==> src/rtl/scan_display_mux.sv <==
// scan_display_mux: registered N-channel display-word selector for the
// 7-segment digit path. The shown channel comes from MODE (manual) or from a
// fixed-rate auto-scan. HOLD freezes everything, and SWITCHED pulses when the
// shown channel changes.
// Optional feature macro: SCAN_BLANK_EN. When defined, F shows BLANK_VAL for
// BLANK_CYCLES cycles, starting on the edge where the channel switches.
module scan_display_mux #(
   parameter int                WIDTH        = 10,
   parameter int                CHANNELS     = 4,
   parameter int                SEL_W        = $clog2(CHANNELS),
   parameter int                SCAN_DIV     = 50000,
   parameter logic [WIDTH-1:0]  BLANK_VAL    = {WIDTH{1'b1}},
   parameter int                BLANK_CYCLES = 4
) (
   input  logic                      CLK,
   input  logic                      RESET_N,
   input  logic [SEL_W-1:0]          MODE,
   input  logic                      AUTO,
   input  logic                      HOLD,
   input  logic [CHANNELS*WIDTH-1:0] DATA_IN,
   output logic [WIDTH-1:0]          F,
   output logic [SEL_W-1:0]          CHAN,
   output logic                      SWITCHED
);

   // The prescaler needs room for SCAN_DIV-1. The extra headroom bit keeps
   // SCAN_DIV=1 legal, because a zero-width vector is not allowed.
   localparam int                PRE_W      = $clog2(SCAN_DIV + 1);
   localparam logic [PRE_W-1:0]  PRE_LAST   = PRE_W'(SCAN_DIV - 1);
   localparam logic [SEL_W-1:0]  CHAN_LAST  = SEL_W'(CHANNELS - 1);
   // One bit wider than MODE, so that CHANNELS == 2**SEL_W can be represented.
   localparam logic [SEL_W:0]    CHAN_COUNT = (SEL_W + 1)'(CHANNELS);

   logic [PRE_W-1:0] pre;
   logic [PRE_W-1:0] pre_nxt_p0;
   logic [SEL_W-1:0] nxt_p0;
   logic             mode_ok_p0;
   logic             switch_p0;
   logic [WIDTH-1:0] word_p0;
   logic [WIDTH-1:0] f_nxt_p0;
   logic             blank_f_p0;

   // Decide the next channel and the next prescaler value (HOLD is applied at the register).
   always_comb begin
      pre_nxt_p0 = pre;
      nxt_p0     = CHAN;
      mode_ok_p0 = ({1'b0, MODE} < CHAN_COUNT);
      if (!AUTO) begin
         pre_nxt_p0 = '0;
         if (mode_ok_p0) begin
            nxt_p0 = MODE;
         end
      end else if (pre == PRE_LAST) begin
         pre_nxt_p0 = '0;
         nxt_p0     = (CHAN == CHAN_LAST) ? '0 : SEL_W'(CHAN + 1'b1);
      end else begin
         pre_nxt_p0 = PRE_W'(pre + 1'b1);
      end
      switch_p0 = (nxt_p0 != CHAN);
   end

   // Extract the word of the next channel from the packed input bus.
   always_comb begin
      word_p0 = '0;
      for (int k = 0; k < CHANNELS; k++) begin
         if (nxt_p0 == SEL_W'(k)) begin
            word_p0 = DATA_IN[k*WIDTH +: WIDTH];
         end
      end
   end

`ifdef SCAN_BLANK_EN
   localparam int             BLK_W    = $clog2(BLANK_CYCLES + 1);
   localparam logic [BLK_W-1:0] BLK_LOAD = BLK_W'(BLANK_CYCLES);
   localparam logic [BLK_W-1:0] BLK_ONE  = BLK_W'(1);

   logic [BLK_W-1:0] blank_cnt;
   logic [BLK_W-1:0] blank_nxt_p0;

   // Blanking starts on the switch edge. It continues while more than one count remains.
   always_comb begin
      blank_nxt_p0 = blank_cnt;
      blank_f_p0   = 1'b0;
      if (switch_p0) begin
         blank_nxt_p0 = BLK_LOAD;
         blank_f_p0   = 1'b1;
      end else if (blank_cnt != '0) begin
         blank_nxt_p0 = BLK_W'(blank_cnt - 1'b1);
         blank_f_p0   = (blank_cnt != BLK_ONE);
      end
   end

   // Blank counter register. HOLD freezes it, and reset clears it.
   always_ff @(posedge CLK) begin
      if (!RESET_N) begin
         blank_cnt <= '0;
      end else if (!HOLD) begin
         blank_cnt <= blank_nxt_p0;
      end
   end
`else
   // Without the blanking feature, F always shows the selected word.
   always_comb begin
      blank_f_p0 = 1'b0;
   end
`endif

   // Choose between the selected word and the blank pattern for the output register.
   always_comb begin
      f_nxt_p0 = blank_f_p0 ? BLANK_VAL : word_p0;
   end

   // ---- stage boundary: selection -> registered outputs ----
   // Output and scan-state registers. Priority is reset, then HOLD, then update.
   always_ff @(posedge CLK) begin
      if (!RESET_N) begin
         F        <= '0;
         CHAN     <= '0;
         SWITCHED <= 1'b0;
         pre      <= '0;
      end else if (HOLD) begin
         SWITCHED <= 1'b0;
      end else begin
         F        <= f_nxt_p0;
         CHAN     <= nxt_p0;
         SWITCHED <= switch_p0;
         pre      <= pre_nxt_p0;
      end
   end

endmodule

==> config.mk <==
export PLATFORM = sky130hd
export DESIGN_NAME = scan_display_mux
export DESIGN_NICKNAME = d
export VERILOG_FILES = /design/src/rtl/scan_display_mux.sv
export SDC_FILE = /design/constraint.sdc
export NUM_CORES = 1
export LEC_CHECK = 0
export CAP_MARGIN = 5
export CORE_AREA = 5 5 74 76
export DETAILED_ROUTE_END_ITERATION = 16
export DIE_AREA = 0 0 79 81
export GPL_ROUTABILITY_DRIVEN = 0
export PLACE_DENSITY = 0.71
export SLEW_MARGIN = 20
export SYNTH_ARGS = -nofsm -noshare
export SYNTH_HDL_FRONTEND = slang
export SYNTH_SLANG_ARGS = --single-unit
==> constraint.sdc <==
create_clock -name CLK -period 2.01 [get_ports CLK]
set_input_delay 0.402 -clock CLK [delete_from_list [all_inputs] [get_ports CLK]]
set_output_delay 0.402 -clock CLK [all_outputs]
set_load 0.01 [all_outputs]
==> flow_metrics.tcl, run 1 <==
set metrics [dict create \
    syn-instance-count 223 \
    switching_share_pct 28.2 \
    ys_seq_elements 29 \
    antenna_found_initial 0 \
    synth_top_flop_cell "dfxtp_1" \
    cts_buffer_depth 2 \
    rsz0062_at_grt "true" \
    finalCritPeriodShare_pct 109 \
    io_buffers 58 \
    synthArstFlopShare_pct 0 \
    instances_no_fill 364 \
    antenna_left 0 \
    p_leak_nw 1.17 \
    slew_viol_final 0 \
    hp-class "flop to flop" \
    synth.avg_cell_area_um2 8.76 \
    p_clk_share_pct 33.9 \
    fin_crit_ns 2.20 \
    cts_sinks 29 \
    die_h_um 81 \
    tightest_slew_ns 0.578 \
    yosys.area.top_type "dfxtp_1" \
    yosysTopAreaCellShare_pct 29.7 \
    post-route-drc-count 0 \
    cts-root-buf "clkbuf_8" \
    cts.htree.levels 2 \
    die_w_um 79 \
    p_per_area_nw_per_um2 513 \
    ctsHoldBuffers 0 \
    cts_buffers 5 \
    path_class "flop to flop" \
    cp.required_ns 2.21 \
    grt_pass1_wl_um 9960 \
    area_growth_pct 59.3 \
    ys_warn_count 0 \
    fillers 361 \
    placedCellCount 355 \
    num_vias 2103 \
    netSwitchingPower_w 0.000450 \
    core_area_um2 4660 \
    peakVddDrop_mv 0.321 \
    drt_iter0_markers 148 \
    dr.pass1.iters 4 \
    hpwl_um 4660 \
    start_kind "flop" \
    initial_utilization_pct 41.9 \
    max_freq_mhz 455 \
    clk_latency_ns 0.28 \
    grt_start_max_net_pins 23 \
    clock_skew_ns 0.00612 \
    synthesis.nets 271 \
    synth_edf_count 0 \
    setup_violations 27 \
    io_pins 59 \
    outcome "complete, but fails checks" \
    hold_violations 0 \
    gr-total-overflow 0 \
    power_frac_seq_pct 38.3 \
    setup_tns_ns -3.02 \
    avgRoutedWirePerCell_um 18.3 \
    internal_power_w 0.00115 \
    synth_area_leaders "dfxtp_1 30%, a211oi_1 11%, a211oi_2 7.0%" \
    antennaDiodeCount 0 \
    via_per_inst 5.78 \
    cts_tree "yes" \
    slew_headroom_pct 61.5 \
    setup_ws_ns -0.188 \
    max_cap_violations 0 \
    path_clk_slew_ns 0.07 \
    critPathArrivalTime_ns 2.40 \
    drive_gt1_share_pct 30.0 \
    dieArea_um2 6400 \
    layout_commonest_cell "clkdlybuf4s50_1" \
    cp_max_fo 7 \
    pwr-share-comb_pct 27.8 \
    cp-end-kind "flop" \
    yosysUniqueCellTypes 50 \
    grt_usage_pct 19.6 \
    fin_nets 357 \
    layout_common_cells "58 x clkdlybuf4s50_1, 31 x buf_4, 26 x dfxtp_1, 20 x inv_1, 19 x nor2_1" \
    grt_pass1_vias 1943 \
    final_util_pct 66.7 \
    wirelength_um 6660 \
    netlist_area_um2 1950 \
    violations "setup timing" \
    ys_seq_area_share_pct 29.7 \
    rows 25 \
]
synth_stat cells (all sizes together) (2+ instances only):
library cell  number
a21oi              4
nor3               3
nand3             17
inv               20
a21boi             2
dlygate4sd3        2
and2               3
o31ai             10
nand4              4
nor2b              4
nor2              19
nand2              3
ha                 2
xor2               6
nor3b              4
clkbuf             6
a211oi            40
dfxtp             29
o41ai              2
o21ai              3
dlygate4sd1        3
buf                5
xnor2              8
mux2i              3
and3               3
or4b               2
sequential cells by signal (all words and copies together), names as in the netlist:
register and count:
F 10, SWITCHED 1, pre 16, CHAN 2
power by group through the flow:
stage	Sequential (W)	Combinational, W	Clock, W
after floorplan	0.000634	0.000174	0
after global placement	0.000622	0.000388	0
after detailed placement	0.000623	0.000390	0
after CTS	0.000610	0.000406	0.000549
after global routing	0.000613	0.000469	0.000574
final	0.000611	0.000444	0.000542
critical path, stage by stage, from the launching register on:
cell and delay (ns):
dfxtp_2 0.32, or4b_4 0.53, or4_4 0.55, o211ai_2 0.23
buf_6 0.20, a211oi_2 0.07, o31ai_1 0.22
worst paths after layout:
check                           slack, ns            startpoint                end  cells past startpoint
worst max-delay path                -0.19  pre[11]$_SDFFE_PN0N_  F[3]$_SDFFE_PN0N_                      6
worst min register to register       0.48     F[2]$_SDFFE_PN0N_  F[2]$_SDFFE_PN0N_                      2
worst max register to register      -0.19  pre[11]$_SDFFE_PN0N_  F[3]$_SDFFE_PN0N_                      6
worst min-delay path                 0.48     F[2]$_SDFFE_PN0N_  F[2]$_SDFFE_PN0N_                      2
routing by layer:
metal  part of all wire [%]  track usage (%)  up-vias
met2                     47             28.9       83
met5                      0                0        -
met4                   0.89             4.81        0
li1                       -                -     1000
met1                     46             28.9     1013
met3                    6.1             4.10        7
kinds of logic (layout without fill, tap and decap cells):
group	Yosys count	count (layout)	synth area share [%]
xor gates and xnor gates	14	14	6.28
adders and majority gates	2	2	1.28
DFF	29	29	29.7
AOI/OAI and AO/OA	66	66	30.0
muxes	4	4	2.11
buffers and inverters	36	123	9.42
and+or+nand+nor	72	72	21.1
through the flow:
step | total power (W) | instance area (um^2) | worst slack [ns] | hold slack, ns
6_report | 0.00160 | 3110 | -0.188 | 0.481
4_1_cts | 0.00157 | 3000 | -0.177 | 0.479
5_1_grt | 0.00166 | 3110 | -0.262 | 0.497
3_3_place_gp | 0.00101 | 2840 | -0.307 | 0.462
2_1_floorplan | 0.000808 | 1980 | -0.0963 | 0.485
3_5_place_dp | 0.00101 | 2840 | -0.274 | 0.469
layout make-up:
class                      count  area [um^2]  share of cell area (%)
multi-input combinational    158         1350                    43.5
timing repair buffer          95          930                    29.9
sequential                    29          584                    18.8
clock buffer                   7         96.3                    3.10
inverter                      20         75.1                    2.41
tap                           54         67.6                    2.17
clock inverter                 1         5.00                   0.161
timing repair:
| item | in CTS | in global routing |
|---|---|---|
| hold endpoints to repair | 0 | 0 |
| cloned | 0 | 1 |
| setup endpoints to repair | 28 | 28 |
| resized for setup | 8 | 17 |
| buffers inserted | 0 | 0 |
(Power assumes the default switching activity.)
==> run 2, diff against run 1 <==
CORE_AREA = 5 5 73 75   (was 5 5 74 76)
CTS_BUF_LIST = sky130_fd_sc_hd__clkbuf_8   (was not set)
DIE_AREA = 0 0 78 80   (was 0 0 79 81)
PLACE_DENSITY = 0.73   (was 0.71)
==> flow_metrics.tcl, run 2 (synthesis gave the netlist of run 1 again) <==
set metrics [dict create \
    switching_share_pct 28.7 \
    initial_utilization_pct 42.5 \
    setup_tns_ns -2.62 \
    max_stage_delay_ns 0.54 \
    p_leak_nw 1.12 \
    layout_commonest_cell "clkdlybuf4s50_1" \
    p_per_area_nw_per_um2 502 \
    cts_sinks 29 \
    cp.required_ns 2.15 \
    die_h_um 80 \
    avgRoutedWirePerCell_um 16.5 \
    final_util_pct 64.1 \
    post-place-ws_ns -0.198 \
    crit_buf_inv 1 \
    violations "setup timing" \
    crit_path_cell_trace "or4b_4, or4_4, o211a_1, buf_12, a211oi_2, o31ai_2" \
    io_pins 59 \
    rows 25 \
    fin_nets 354 \
    core_area_um2 4600 \
    start_kind "flop" \
    max_freq_mhz 457 \
    critPathTopFamily "simple AND/OR/NAND/NOR gates" \
    clock_skew_ns 0.00906 \
    slew_viol_final 0 \
    rsz0062_at_grt "true" \
    grt_usage_pct 18.9 \
    fillers 383 \
    critPathArrivalTime_ns 2.33 \
    reg.largest.list "pre (16), F (10), CHAN (2)" \
    slew_headroom_pct 61.8 \
    hp-class "flop to flop" \
    pwr-share-comb_pct 26.6 \
    dieArea_um2 6240 \
    largest_reg_flops 16 \
    cp-end-kind "flop" \
    internal_power_w 0.00106 \
    grt_pass1_vias 1921 \
    cts_tree "yes" \
    cts.htree.levels 2 \
    drive_gt1_share_pct 25.4 \
    grt_start_max_net_pins 21 \
    cts_buffer_depth 2 \
    antenna_found_initial 0 \
    antennaDiodeCount 0 \
    crit_path_top_delay_cell "or4_4" \
    finalCritPeriodShare_pct 109 \
    drt_iter0_markers 98 \
    cts_buffers 5 \
    power_frac_seq_pct 41.2 \
    fin_crit_ns 2.19 \
    multi_input_area_um2 1250 \
    ctsHoldBuffers 0 \
    antenna_left 0 \
    p_clk_share_pct 32.2 \
    wirelength_um 5970 \
    path_clk_slew_ns 0.07 \
    regArea_um2 583 \
    clk_latency_ns 0.28 \
    hpwl_um 4710 \
    fin_hold_ws_ns 0.479 \
    via_per_inst 5.59 \
    layout_common_cells "58 x clkdlybuf4s50_1, 30 x buf_4, 27 x dfxtp_1, 27 x a211oi_1, 20 x inv_1" \
    gr-total-overflow 0 \
    path_class "flop to flop" \
    setup_ws_ns -0.177 \
    hold_violations 0 \
    num_vias 2017 \
    post-route-drc-count 0 \
    cp_max_fo 10 \
    outcome "complete, but fails checks" \
    peakVddDrop_mv 0.384 \
    die_w_um 78 \
    grt_pass1_wl_um 9440 \
    dr.pass1.iters 4 \
    netSwitchingPower_w 0.000424 \
    area_growth_pct 51.0 \
    power_w 0.00148 \
    max_cap_violations 0 \
    top_register "pre" \
    cts-root-buf "clkbuf_8" \
    tightest_slew_ns 0.574 \
    io_buffers 58 \
    setup_violations 26 \
]
[run 2: changes by cell type in the layout (fill, tap and decap cells not counted), sizes merged]
cell / previous run / this run
clkinvlp: 0 / 1
clkbuf: 8 / 5
buf: 36 / 34
clkinv: 1 / 2
[run 2: per-layer routing]
| layer | GRT usage, % | up-vias | wire, um |
|---|---|---|---|
| met2 | 32.9 | 56 | 3050 |
| met1 | 23.2 | 953 | 2560 |
| met3 | 3.95 | 9 | 286 |
| li1 | - | 999 | - |
| met5 | 0 | - | 0 |
| met4 | 5.57 | 0 | 85 |
[run 2: cell type report]
cell class	count	share of cell area, %
Tap cell	54	2.29
Sequential cell	29	19.8
Clock inverter	3	0.594
Clock buffer	5	2.33
Inverter	20	2.55
Timing Repair Buffer	92	30.0
Multi-Input combinational cell	158	42.4
[run 2: path summary, 6_finish.rpt]
path | startpoint | to | slack [ns] | cells after the start
max | pre[11]$_SDFFE_PN0N_ | F[0]$_SDFFE_PN0N_ | -0.18 | 6
min | F[2]$_SDFFE_PN0N_ | F[2]$_SDFFE_PN0N_ | 0.48 | 2
max reg2reg | pre[11]$_SDFFE_PN0N_ | F[0]$_SDFFE_PN0N_ | -0.18 | 6
min reg2reg | F[2]$_SDFFE_PN0N_ | F[2]$_SDFFE_PN0N_ | 0.48 | 2
[run 2: through the flow]
step,cells,cell area (um^2)
detailed placement,353,2820
floorplan,223,1980
global placement,353,2820
finish,361,2950
CTS,361,2920
global route,361,2950
[run 2: repair_timing]
action                                  4_1_cts  5_1_grt
pin swaps                                     0        1
gates resized for setup                       2        5
endpoints found under the setup margin       26       28
buffers inserted                              0        0
[run 2: power by group through the flow]
stage,Sequential (W),Clock (W),Combinational (W)
final,0.000609,0.000477,0.000394
after global routing,0.000611,0.000516,0.000422
after detailed placement,0.000622,0,0.000387
after floorplan,0.000634,0,0.000174
after global placement,0.000621,0,0.000383
after CTS,0.000609,0.000488,0.000392
[run 2: worst reg2reg max path, cell delays in order, from the launching register on]
cell and delay, ns:
dfxtp_2 0.32, or4b_4 0.53, or4_4 0.54, o211a_1 0.25, buf_12 0.16, a211oi_2 0.17, o31ai_2 0.08
==> run 3, diff against run 2 <==
SLEW_MARGIN = not set   (was 20)
==> results of run 3 <==
No change in the layout: final DEF, timing and power equal those of run 2.
